==> config.mk <==
export PLATFORM = sky130hd
export DESIGN_NAME = rtype_seq_ctrl_flat
export DESIGN_NICKNAME = d
export VERILOG_FILES = /design/src/rtl/rtype_pkg.sv /design/src/rtl/rtype_seq_ctrl_if.sv /design/src/rtl/rtype_decode.sv /design/src/rtl/rtype_seq_ctrl.sv /design/src/flat_wrapper.sv
export SDC_FILE = /design/constraint.sdc
export NUM_CORES = 1
export LEC_CHECK = 0
export CORE_MARGIN = 4
export CORE_UTILIZATION = 53
export DETAILED_ROUTE_END_ITERATION = 10
export DONT_BUFFER_PORTS = 1
export MAX_ROUTING_LAYER = met4
export PLACE_DENSITY = 0.78
export SKIP_CTS_REPAIR_TIMING = 1
export SLEW_MARGIN = 20
export SYNTH_ARGS = -nofsm -noshare
export SYNTH_HDL_FRONTEND = slang
export SYNTH_SLANG_ARGS = --single-unit
==> constraint.sdc <==
create_clock -name clk -period 2 [get_ports clk]
set_clock_uncertainty 0.05 [all_clocks]
set_input_delay 0.3 -clock clk [delete_from_list [all_inputs] [get_ports clk]]
set_output_delay 0.3 -clock clk [all_outputs]
set_load 0.03 [all_outputs]
==> src/rtl/rtype_pkg.sv <==
// Shared definitions for the R-type sequencer and decoder: FSM states,
// ALU operation codes and instruction-field constants.
package rtype_pkg;

  typedef enum logic [2:0] {
    S_IDLE,
    S_FETCH,
    S_DECODE,
    S_EXEC,
    S_WB,
    S_HALT
  } state_e;

  localparam logic [3:0] ALU_ADD  = 4'd0;
  localparam logic [3:0] ALU_SUB  = 4'd1;
  localparam logic [3:0] ALU_SLL  = 4'd2;
  localparam logic [3:0] ALU_SLT  = 4'd3;
  localparam logic [3:0] ALU_SLTU = 4'd4;
  localparam logic [3:0] ALU_XOR  = 4'd5;
  localparam logic [3:0] ALU_SRL  = 4'd6;
  localparam logic [3:0] ALU_SRA  = 4'd7;
  localparam logic [3:0] ALU_OR   = 4'd8;
  localparam logic [3:0] ALU_AND  = 4'd9;

  localparam logic [6:0] OPC_RTYPE = 7'b0110011;
  localparam logic [6:0] F7_BASE   = 7'b0000000;
  localparam logic [6:0] F7_ALT    = 7'b0100000;

endpackage

==> src/rtl/rtype_seq_ctrl_if.sv <==
// Instruction-memory fetch handshake plus register-file/ALU control bundle.
// master = sequencer side, slave = memory/datapath side.
interface rtype_seq_ctrl_if;
  logic        imem_req;
  logic [31:0] imem_addr;
  logic        imem_valid;
  logic [31:0] imem_rdata;
  logic [4:0]  rf_raddr1;
  logic [4:0]  rf_raddr2;
  logic [4:0]  rf_waddr;
  logic        rf_we;
  logic [3:0]  alu_op;

  modport master (
    output imem_req, imem_addr, rf_raddr1, rf_raddr2, rf_waddr, rf_we, alu_op,
    input  imem_valid, imem_rdata
  );

  modport slave (
    input  imem_req, imem_addr, rf_raddr1, rf_raddr2, rf_waddr, rf_we, alu_op,
    output imem_valid, imem_rdata
  );
endinterface

==> src/rtl/rtype_decode.sv <==
// Combinational R-type decoder: instruction word -> legality, halt word,
// ALU op and register indices. Kept stateless so a single-cycle core can reuse it.
module rtype_decode
  import rtype_pkg::*;
(
  input  logic [31:0] ir,
  output logic        legal,
  output logic        halt,
  output logic [3:0]  alu_op,
  output logic [4:0]  rs1,
  output logic [4:0]  rs2,
  output logic [4:0]  rd
);
  logic [6:0] opcode;
  logic [2:0] funct3;
  logic [6:0] funct7;
  logic       alt;

  assign opcode = ir[6:0];
  assign rd     = ir[11:7];
  assign funct3 = ir[14:12];
  assign rs1    = ir[19:15];
  assign rs2    = ir[24:20];
  assign funct7 = ir[31:25];
  assign alt    = (funct7 == F7_ALT);
  assign halt   = (ir == 32'h0);

  // The alternate funct7 only selects SUB and SRA.
  assign legal = (opcode == OPC_RTYPE) &&
                 ((funct7 == F7_BASE) ||
                  (alt && ((funct3 == 3'b000) || (funct3 == 3'b101))));

  always_comb begin
    alu_op = ALU_ADD;
    case (funct3)
      3'b000:  alu_op = alt ? ALU_SUB : ALU_ADD;
      3'b001:  alu_op = ALU_SLL;
      3'b010:  alu_op = ALU_SLT;
      3'b011:  alu_op = ALU_SLTU;
      3'b100:  alu_op = ALU_XOR;
      3'b101:  alu_op = alt ? ALU_SRA : ALU_SRL;
      3'b110:  alu_op = ALU_OR;
      default: alu_op = ALU_AND;
    endcase
  end
endmodule

==> src/rtl/rtype_seq_ctrl.sv <==
// Multi-cycle R-type sequencer: FETCH/DECODE/EXEC/WB loop over instruction memory.
// Optional retired-instruction counter enabled by defining RTYPE_PERF_CNT_EN.
module rtype_seq_ctrl
  import rtype_pkg::*;
#(
  parameter logic [31:0] PC_RESET = 32'h0000_0000,
  parameter int unsigned PC_STEP  = 4
) (
  input  logic              clk,
  input  logic              rst_n,
  input  logic              start,
  rtype_seq_ctrl_if.master  bus,
  output logic              busy,
  output logic              illegal
`ifdef RTYPE_PERF_CNT_EN
  ,
  output logic [31:0]       retired
`endif
);
  state_e      state_q, state_d;
  logic [31:0] pc_q, pc_d;
  logic [31:0] ir_q, ir_d;
  logic        illegal_q, illegal_d;
  logic        go;

  logic       dec_legal, dec_halt;
  logic [3:0] dec_alu_op;
  logic [4:0] dec_rs1, dec_rs2, dec_rd;

  rtype_decode u_dec (
    .ir     (ir_q),
    .legal  (dec_legal),
    .halt   (dec_halt),
    .alu_op (dec_alu_op),
    .rs1    (dec_rs1),
    .rs2    (dec_rs2),
    .rd     (dec_rd)
  );

  assign go = start && ((state_q == S_IDLE) || (state_q == S_HALT));

  always_comb begin
    state_d   = state_q;
    pc_d      = pc_q;
    ir_d      = ir_q;
    illegal_d = illegal_q;
    case (state_q)
      S_IDLE, S_HALT: if (go) begin
        state_d   = S_FETCH;
        pc_d      = PC_RESET;
        illegal_d = 1'b0;
      end
      S_FETCH: if (bus.imem_valid) begin
        ir_d    = bus.imem_rdata;
        state_d = S_DECODE;
      end
      S_DECODE: begin
        if (dec_halt) begin
          state_d = S_HALT;
        end else if (!dec_legal) begin
          illegal_d = 1'b1;
          state_d   = S_HALT;
        end else begin
          state_d = S_EXEC;
        end
      end
      S_EXEC:  state_d = S_WB;
      S_WB: begin
        pc_d    = pc_q + 32'(PC_STEP);
        state_d = S_FETCH;
      end
      default: state_d = S_IDLE;
    endcase
  end

  always_ff @(posedge clk or negedge rst_n) begin
    if (!rst_n) begin
      state_q   <= S_IDLE;
      pc_q      <= PC_RESET;
      ir_q      <= 32'h0;
      illegal_q <= 1'b0;
    end else begin
      state_q   <= state_d;
      pc_q      <= pc_d;
      ir_q      <= ir_d;
      illegal_q <= illegal_d;
    end
  end

`ifdef RTYPE_PERF_CNT_EN
  logic [31:0] retired_q, retired_d;

  // Only legal instructions reach WB, so every WB counts (rd=0 included).
  always_comb begin
    retired_d = retired_q;
    if (go)                   retired_d = 32'h0;
    else if (state_q == S_WB) retired_d = retired_q + 32'd1;
  end

  always_ff @(posedge clk or negedge rst_n) begin
    if (!rst_n) retired_q <= 32'h0;
    else        retired_q <= retired_d;
  end

  assign retired = retired_q;
`endif

  assign bus.imem_req  = (state_q == S_FETCH);
  assign bus.imem_addr = pc_q;
  assign bus.rf_raddr1 = dec_rs1;
  assign bus.rf_raddr2 = dec_rs2;
  assign bus.rf_waddr  = dec_rd;
  assign bus.alu_op    = dec_alu_op;
  assign bus.rf_we     = (state_q == S_WB) && (dec_rd != 5'd0);
  assign busy          = (state_q == S_FETCH) || (state_q == S_DECODE) ||
                         (state_q == S_EXEC)  || (state_q == S_WB);
  assign illegal       = illegal_q;
endmodule

==> src/flat_wrapper.sv <==
// flat-port wrapper written by rule: the top's interface ports become plain ports
module rtype_seq_ctrl_flat import rtype_pkg::*;
#(
  parameter logic [31:0] PC_RESET = 32'h0000_0000,
  parameter int unsigned PC_STEP  = 4
)
  (clk, rst_n, start, busy, illegal, bus_imem_req, bus_imem_addr, bus_rf_raddr1, bus_rf_raddr2, bus_rf_waddr, bus_rf_we, bus_alu_op, bus_imem_valid, bus_imem_rdata);
  rtype_seq_ctrl_if bus_i ();
  input  logic clk;
  input  logic rst_n;
  input  logic start;
  output logic busy;
  output logic illegal;
  output wire logic [$bits(bus_i.imem_req)-1:0] bus_imem_req;
  output wire logic [$bits(bus_i.imem_addr)-1:0] bus_imem_addr;
  output wire logic [$bits(bus_i.rf_raddr1)-1:0] bus_rf_raddr1;
  output wire logic [$bits(bus_i.rf_raddr2)-1:0] bus_rf_raddr2;
  output wire logic [$bits(bus_i.rf_waddr)-1:0] bus_rf_waddr;
  output wire logic [$bits(bus_i.rf_we)-1:0] bus_rf_we;
  output wire logic [$bits(bus_i.alu_op)-1:0] bus_alu_op;
  input wire logic [$bits(bus_i.imem_valid)-1:0] bus_imem_valid;
  input wire logic [$bits(bus_i.imem_rdata)-1:0] bus_imem_rdata;
  assign bus_imem_req = bus_i.imem_req;
  assign bus_imem_addr = bus_i.imem_addr;
  assign bus_rf_raddr1 = bus_i.rf_raddr1;
  assign bus_rf_raddr2 = bus_i.rf_raddr2;
  assign bus_rf_waddr = bus_i.rf_waddr;
  assign bus_rf_we = bus_i.rf_we;
  assign bus_alu_op = bus_i.alu_op;
  assign bus_i.imem_valid = bus_imem_valid;
  assign bus_i.imem_rdata = bus_imem_rdata;
  rtype_seq_ctrl #(.PC_RESET(PC_RESET), .PC_STEP(PC_STEP)) u_core (.clk(clk), .rst_n(rst_n), .start(start), .bus(bus_i), .busy(busy), .illegal(illegal));
endmodule
; ---- Yosys cells after proc, flatten, opt, wreduce, memory -nomap -nowiden
; Index checks and enable logic that the tools add are counted.
[word_totals]
ff_bits = 68
latch_bits = 0
ram_bits = 0
rom_bits = 0
input_bits = 36
mem_count = 0
[op_classes]
n_addsub = 1
mul = 0
n_div = 0
order_cmp = 0
eq_ne = 17
shifts = 0
muxes = 14
bitwise_logic = 0
reduce_logical = 22
[ops]
columns = op, count
row1 = case mux 32 bit (2 select lines), 1
row2 = "adder 32 x 3 -> 32 bit, second input constant", 1
row3 = zero test 32 bit, 1
row4 = two-way mux 32 bit, 1
row5 = case mux 4 bit (7 select lines), 1
row6 = "equality test 3 bit, second input constant", 5
row7 = case mux 3 bit (5 select lines), 1
row8 = "equality test 7 x 6 -> 1 bit, second input constant", 2
row9 = "equality test 3 x 2 -> 1 bit, second input constant", 4
row10 = two-way mux 3 bit, 4
row11 = zero test 7 bit, 1
row12 = "equality test 3 x 1 -> 1 bit, second input constant", 2
row13 = zero test 3 bit, 2
row14 = logical OR 1 bit, 6
row15 = AND reduction 2 bit, 3
row16 = two-way mux 1 bit, 5
row17 = nonzero test 5 bit, 1
row18 = logical AND 1 bit, 4
row19 = "!= test 2 x 1 -> 1 bit, second input constant", 2
row20 = "!= test 2 bit, second input constant", 2
row21 = AND reduction 4 bit, 1
row22 = nonzero test 2 bit, 2
row23 = case mux 1 bit (2 select lines), 1
row24 = OR reduction 2 bit, 1

; ---- Depth between registers and ports, before layout
; Gate-level depths: netlist of run 1.
[logic_depth]
word_depth = 8
mapped_depth = 6

; ---- Cells and area by module
; A second synthesis of run 1 with hierarchy kept.
[unflattened]
hier_cells = 332
area_unflattened_um2 = 3432.0
[by_module_without_submodules]
columns = module, instances, cells_per_inst, area_each_um2, seq_area_each_um2
row1 = rtype_seq_ctrl, 1, 291, 3151.8, 1651.6
row2 = rtype_decode, 1, 41, 280.3, 0.0

; ---- Worst setup path before layout of run 1
; No wires, ideal clock.
[synth_timing]
kind = register to register
startpoint = register u_core.pc_q[2] (netlist: u_core.bus.imem_addr[2])
endpoint = register u_core.pc_q[24] (netlist: u_core.bus.imem_addr[24])
setup_time_ns = 0.124
t_arrival_ns = 2.130
required_time_ns = 1.826
slack_ns = -0.304
stages_incl_launch_ff = 7
period_less_slack_ns = 2.304
path_cell_list = dfrtp_1 -> ha_1 -> nand4_1 -> or4_1 -> clkbuf_2 -> o31a_1 -> o31a_1
[synth_via]
elab_chain_cells = 2
[synth_rtl]
columns = item, line
row1 = "start, declared", rtype_seq_ctrl.sv:21  ; logic [31:0] pc_q, pc_d;
row2 = "start signal, assigned", rtype_seq_ctrl.sv:84  ; pc_q <= pc_d;
row3 = adder 32 x 3 -> 32 bit, rtype_seq_ctrl.sv:69  ; pc_d = pc_q + 32'(PC_STEP);
row4 = case mux 32 bit (2 select lines), rtype_seq_ctrl.sv:47  ; case (state_q)
; Every way passes these cells.
; A chain may end at the register's enable or synchronous reset.

; ---- Worst setup path in the final report of run 1
[layout_timing]
startpoint = register u_core.ir_q[13]
endpoint = output port bus_alu_op[0]
[layout_via]
elab_chain_cells = 2
elab_cells_between_ends = 8
classes_between = 6 x eq/ne / 1 x mux / 1 x reduce/logical
[layout_rtl]
columns = item, line
row1 = "start, declared", rtype_seq_ctrl.sv:22  ; logic [31:0] ir_q, ir_d;
row2 = "start signal, assigned", rtype_seq_ctrl.sv:85  ; ir_q <= ir_d;
row3 = equality test 3 bit (tied with other cells), rtype_decode.sv:35  ; case (funct3)
row4 = case mux 4 bit (7 select lines) (*), rtype_decode.sv:35
row5 = "end, declared", flat_wrapper.sv:20  ; output wire logic [$bits(bus_i.alu_op)-1:0] bus_alu_op;
; Every way passes the cells marked *; elsewhere a longest branch is shown, timed or not.

==> results.yml, run 1 <==
run_status:
  status: "complete, no violations"
synth:
  synth_area_leader_cell: "dfrtp_1"
  yosys_register_bits: 66
  syn_inst: 301
  ys_types: 41
  synth_edf_count: 0
  yosysWarnings: 0
  syn_area_um2: 3240
  synth_flop_cell: "dfrtp_1"
  postSynthAreaPerCell_um2: 10.8
  synth_top_area_share: 0.510
  synth_area_leaders: "dfrtp_1 51%, mux2_2 11%, mux2i_1 4.9%"
  synth_common_cells: "66 x dfrtp_1, 33 x nand2_1, 31 x mux2_2, 18 x nand3_1, 17 x buf_4"
  synthArstFlopShare: 1.00
  synth_most_common_cell: "dfrtp_1"
  ys_seq_area_frac: 0.510
timing:
  clock.fmax_ghz: 0.519
  drv_slew: 0
  finalCriticalPeriod_ns: 1.93
  fin_crit_sh: 0.964
  tightest_slew_ns: 0.561
  holdWs_ns: 0.0251
  slew_headroom: 0.626
  worst_slack_ns: 0.0723
  hold_viol_final: 0
  grt_setup_unrepaired: "false"
  setup_viol: 0
power_and_ir_drop:
  powerDensity_nw_per_um2: 1420
  vdd_ir_drop_max_uv: 965
  p_leak_nw: 1.69
  p_total_mw: 5.38
critical_path:
  path_cells: "and2_2 > a211oi_1 > buf_4"
  cpMaxStageDelayCell: "dfrtp_1"
  reg2reg_from: "u_core.bus.imem_addr[3]$_DFFE_PN0P_"
  crit_required_ns: 1.65
  arrival_ns: 1.58
  crit_buf_inv: 1
  startpoint_type: "register"
  startpoint: "u_core.ir_q[13]$_DFFE_PN0P_"
  max_stage_delay_ns: 0.48
  path_max_fanout: 8
  endpoint_kind: "output pin"
  crit_family: "flip-flops"
  path_class: "register to output pin"
clocking:
  clock_sinks: 66
  cts_buffer_depth: 2
  cts_root_buf: "clkbuf_8"
  cts-buffers-inserted: 9
  clk_pin_slew_ns: 0.07
  clk_latency_ns: 0.34
  htree_num_levels: 3
  cts_tree: "done"
detailed_routing:
  vias: 2423
  drt_iter0_markers: 88
  wire_per_inst_um: 18.0
  viasPerCell: 5.90
  drc: 0
  antenna_left: 0
  first_pass_iters: 5
  totalWireLength_um: 7390
placement:
  post-place-ws_ns: 0.0983
  dp_hpwl_um: 5380
  gp_congestion: 0.802
  port_buffers: 0
global_routing:
  grt_overflow: 0
  track_usage: 0.213
  antenna_found_initial: 0
  grt_max_degree: 67
  grt_pass1_vias: 2532
  grt_pass1_wl_um: 12000
finish:
  fill_cells: 471
  ff_latch_area_um2: 1660
  areaGrowthSynthToFinish_pct: 16.8
  multiInputGateArea_um2: 1430
  drive_gt1_frac: 0.324
  nets: 368
  diodes: 0
job:
  max_cap_violations: 0
floorplanning:
  io_pins: 91
  dieHeight_um: 86.2
  core_area_um2: 5920
  start_util: 0.547
  num_rows: 28
  die-area_um2: 7430
  die_w_um: 86.2
min_path:
  hold_class: "primary input to register"
  min-delay-start: "start"
cell families after synthesis:
kind of cell             Yosys count  share of synthesized area
other                              1                    0.00116
multiplexers                      49                      0.164
AO/OA/AOI/OAI                     38                     0.0749
XOR/XNOR                           2                    0.00541
flip-flops                        66                      0.510
buffers and inverters             34                     0.0618
AND/OR/NAND/NOR                  110                      0.179
adder cells (fa/ha/maj)            1                    0.00386
layer usage:
metal,vias to the layer above,wire length (um),share of wire,GRT usage
li1,1141,-,-,-
met1,1182,2910,0.39,0.233
met2,89,3690,0.50,0.348
met3,11,672,0.091,0.0894
met4,0,121,0.016,0.0807
met5,-,0,0,-
placed cells by master (no fill, tap or decap), types with 2 or more instances in the layout:
cell and count:
a21oi_1 5, and2_1 2, and3_1 2, and4_1 3, buf_4 45, clkbuf_8 9, clkinv_2 2, clkinvlp_4 4
conb_1 2, dfrtp_1 60, dfrtp_2 6, inv_1 4, mux2_1 2, mux2_2 31, mux2i_1 16, nand2_1 33
nand2b_1 2, nand3_1 18, nand4_1 16, nor2_1 10, nor2b_1 3, nor3_1 3, nor3_2 3, nor4_1 6
o211ai_1 4, o21ai_0 14, o31a_1 3, o31ai_1 4, or3_1 2, xnor2_1 2
per-stage QoR:
step                cells  setup TNS, ns  instance area [um2]   util
finish                411              0                 3780  0.639
global route          411              0                 3780  0.639
CTS                   409        -0.0746                 3730  0.630
detailed placement    393              0                 3540  0.598
global placement      393              0                 3540  0.598
floorplan             302        -0.0290                 3270      -
cell type report:
| type | instances | share of cell area |
|---|---|---|
| clock buffers | 9 | 0.0327 |
| flip-flops and latches | 66 | 0.438 |
| clock inverters | 7 | 0.0185 |
| multi-input cells | 202 | 0.377 |
| well taps | 75 | 0.0248 |
| repair buffers | 48 | 0.104 |
| inverters | 4 | 0.00397 |
state kept, by name, summed over array words and instances, names as in the netlist:
name and count:
u_core.illegal 1, u_core.ir_q 32, u_core.state_q 3, u_core.bus.imem_addr 30
worst register-to-register path: cells and delay by family, from the launching register on:
kind / cells / cell delay [ns]
AO/OA/AOI/OAI: 2 / 0.48
adder cells (fa/ha/maj): 1 / 0.16
flip-flops: 1 / 0.39
AND/OR/NAND/NOR: 2 / 0.67
path summary, 6_finish.rpt:
kind,to,slack [ns],cells past startpoint
max in group asynchronous,u_core.bus.imem_addr[28]$_DFFE_PN0P_,1.17,2
min in group asynchronous,u_core.bus.imem_addr[9]$_DFFE_PN0P_,0.43,2
hold / removal,u_core.state_q[2]$_DFFE_PN0P_,0.03,1
setup reg to reg,u_core.bus.imem_addr[24]$_DFFE_PN0P_,0.13,5
hold reg to reg,u_core.ir_q[3]$_DFFE_PN0P_,0.45,1
setup / recovery,bus_alu_op[0],0.07,3
power by group:
| group | switching [mW] | internal, mW |
|---|---|---|
| Clock | 0.526 | 0.570 |
| Sequential | 0.475 | 1.73 |
| Combinational | 1.19 | 0.886 |
| Total | 2.19 | 3.18 |
Power figures use the tool's default switching activity.
==> inputs of run 2 (changes only) <==
Settings changed: ABC_CLOCK_PERIOD_IN_PS from default to 2000.
==> results of run 2 <==
No change in the layout: final DEF, timing and power equal those of run 1.
==> inputs of run 3 (changes only) <==
Settings changed: CTS_CLUSTER_DIAMETER from default to 150, SETUP_SLACK_MARGIN from default to 0.2.
==> run 3 against run 2 <==
The flow now finishes with violations (negative hold slack); die area stayed put; critical endpoint unchanged; sequential share of layout area is 0.87 points lower; cell count is 0.49% lower.
==> results.yml, run 3 (synthesized netlist as in run 1, its figures left out) <==
run_status:
  status: "complete, but fails checks"
  violations: "negative hold slack"
timing:
  finalSetupTns_ns: 0
  finalCriticalPeriod_ns: 1.98
  drv_slew: 0
  fin_crit_sh: 0.988
  setup_viol: 0
  clock.fmax_ghz: 0.506
  grt_setup_unrepaired: "true"
  tightest_slew_ns: 0.567
  holdWs_ns: -0.416
  slew_headroom: 0.622
  hold_viol_final: 66
critical_path:
  reg2reg_from: "u_core.bus.imem_addr[3]$_DFFE_PN0P_"
  arrival_ns: 1.63
  r2r_end: "u_core.bus.imem_addr[24]$_DFFE_PN0P_"
  path_max_fanout: 8
  startpoint_type: "register"
  crit_required_ns: 1.65
  r2r_slack_ns: 0.18
  path_class: "register to output pin"
  endpoint_kind: "output pin"
  r2r_cells: 5
detailed_routing:
  vias: 2456
  first_pass_iters: 4
  viasPerCell: 6.00
  totalWireLength_um: 7470
  antenna_left: 0
  drt_iter0_markers: 195
  drc: 0
  wire_per_inst_um: 18.3
floorplanning:
  start_util: 0.547
  die-area_um2: 7430
  io_pins: 91
  core_area_um2: 5920
  die_w_um: 86.2
  dieHeight_um: 86.2
  num_rows: 28
finish:
  multiInputGateArea_um2: 1470
  diodes: 0
  ff_latch_area_um2: 1660
  layout_commonest_cell: "dfrtp_1"
  top_register: "u_core.ir_q"
  nets: 366
  drive_gt1_frac: 0.344
  largest_reg_flops: 32
  areaGrowthSynthToFinish_pct: 19.4
  fill_cells: 454
  final_cell_mix: "57 x dfrtp_1, 44 x buf_4, 33 x nand2_1"
clocking:
  clock_sinks: 66
  clk_latency_ns: 0.35
  cts_tree: "done"
  htree_num_levels: 3
  cts-buffers-inserted: 9
  clk_pin_slew_ns: 0.08
  cts_buffer_depth: 2
  cts_root_buf: "clkbuf_8"
power_and_ir_drop:
  p_sw_frac: 0.387
  vdd_ir_drop_max_uv: 945
  p_seq_frac: 0.406
  powerDensity_nw_per_um2: 1490
  intPower_mw: 3.54
  power_switching_mw: 2.24
  clockPowerShare: 0.259
  p_total_mw: 5.78
  p_leak_nw: 1.71
  combPwrFrac: 0.335
global_routing:
  grt_overflow: 0
  grt_max_degree: 67
  antenna_found_initial: 0
  track_usage: 0.208
  grt_pass1_wl_um: 11500
  grt_pass1_vias: 2352
job:
  max_cap_violations: 0
placement:
  dp_hpwl_um: 5050
  port_buffers: 0
  gp_congestion: 0.897
min_path:
  hold_class: "primary input to asynchronous set/reset pin"
run 3: changes by cell type in the layout (fill, tap and decap cells not counted), moves of 2 or more:
cell,change
bufinv_16,+3
clkinvlp_4,-3
dfrtp_1,-3
dfrtp_2,+3
nor4_1,-2
run 3: worst max-delay path: stages, from the launching register on:
cell and delay, ns:
dfrtp_1 0.51, and2_1 0.32, a211oi_2 0.26, buf_4 0.19
run 3: area by class of cell:
cell class	instances	share of cell area
Clock buffer	9	0.0320
Sequential cell	66	0.430
Timing Repair Buffer	46	0.0935
Multi-Input combinational cell	202	0.380
Tap cell	75	0.0243
Clock inverter	7	0.0365
Inverter	4	0.00388
run 3: how the worst max path moves through the flow:
| stage | start | endpoint | slack (ns) | depth (start not counted) |
|---|---|---|---|---|
| after CTS | u_core.state_q[1]$_DFFE_PN0P_ | bus_rf_we | -0.12 | 3 |
| after floorplan | u_core.bus.imem_addr[3]$_DFFE_PN0P_ | u_core.bus.imem_addr[24]$_DFFE_PN0P_ | -0.002 | 6 |
| final | u_core.ir_q[13]$_DFFE_PN0P_ | bus_alu_op[0] | 0.02 | 3 |
| after global routing | u_core.ir_q[27]$_DFFE_PN0P_ | bus_alu_op[0] | -0.04 | 4 |
| after global placement | u_core.bus.imem_addr[3]$_DFFE_PN0P_ | u_core.bus.imem_addr[24]$_DFFE_PN0P_ | 0.14 | 5 |
| after detailed placement | u_core.bus.imem_addr[3]$_DFFE_PN0P_ | u_core.bus.imem_addr[24]$_DFFE_PN0P_ | 0.06 | 5 |
run 3: power groups by stage:
stage,registers (mW),logic [mW],clock network [mW]
after floorplan,2.02,1.85,0
after global placement,2.32,1.82,0
after detailed placement,2.33,1.89,0
after CTS,2.31,1.89,1.51
after global routing,2.40,2.08,1.57
final,2.35,1.94,1.50
run 3: routing by layer:
metal | vias up | part of all wire | routed length, um | global-route usage
met5 | - | 0 | 0 | -
met4 | 0 | 0.026 | 191 | 0.108
met3 | 16 | 0.074 | 556 | 0.0599
met2 | 84 | 0.48 | 3580 | 0.303
met1 | 1212 | 0.42 | 3150 | 0.264
li1 | 1144 | - | - | -
run 3: through the flow:
stage / instances / setup WS [ns] / cell area, um2 / hold slack, ns / utilization
detailed placement: 389 / 0.0635 / 3520 / -0.0435 / 0.595
global placement: 389 / 0.143 / 3520 / -0.0434 / 0.595
CTS: 405 / -0.120 / 3790 / -0.428 / 0.640
floorplan: 302 / -0.00210 / 3290 / -0.0456 / -
finish: 409 / 0.0230 / 3870 / -0.416 / 0.653
global route: 409 / -0.0360 / 3870 / -0.434 / 0.653
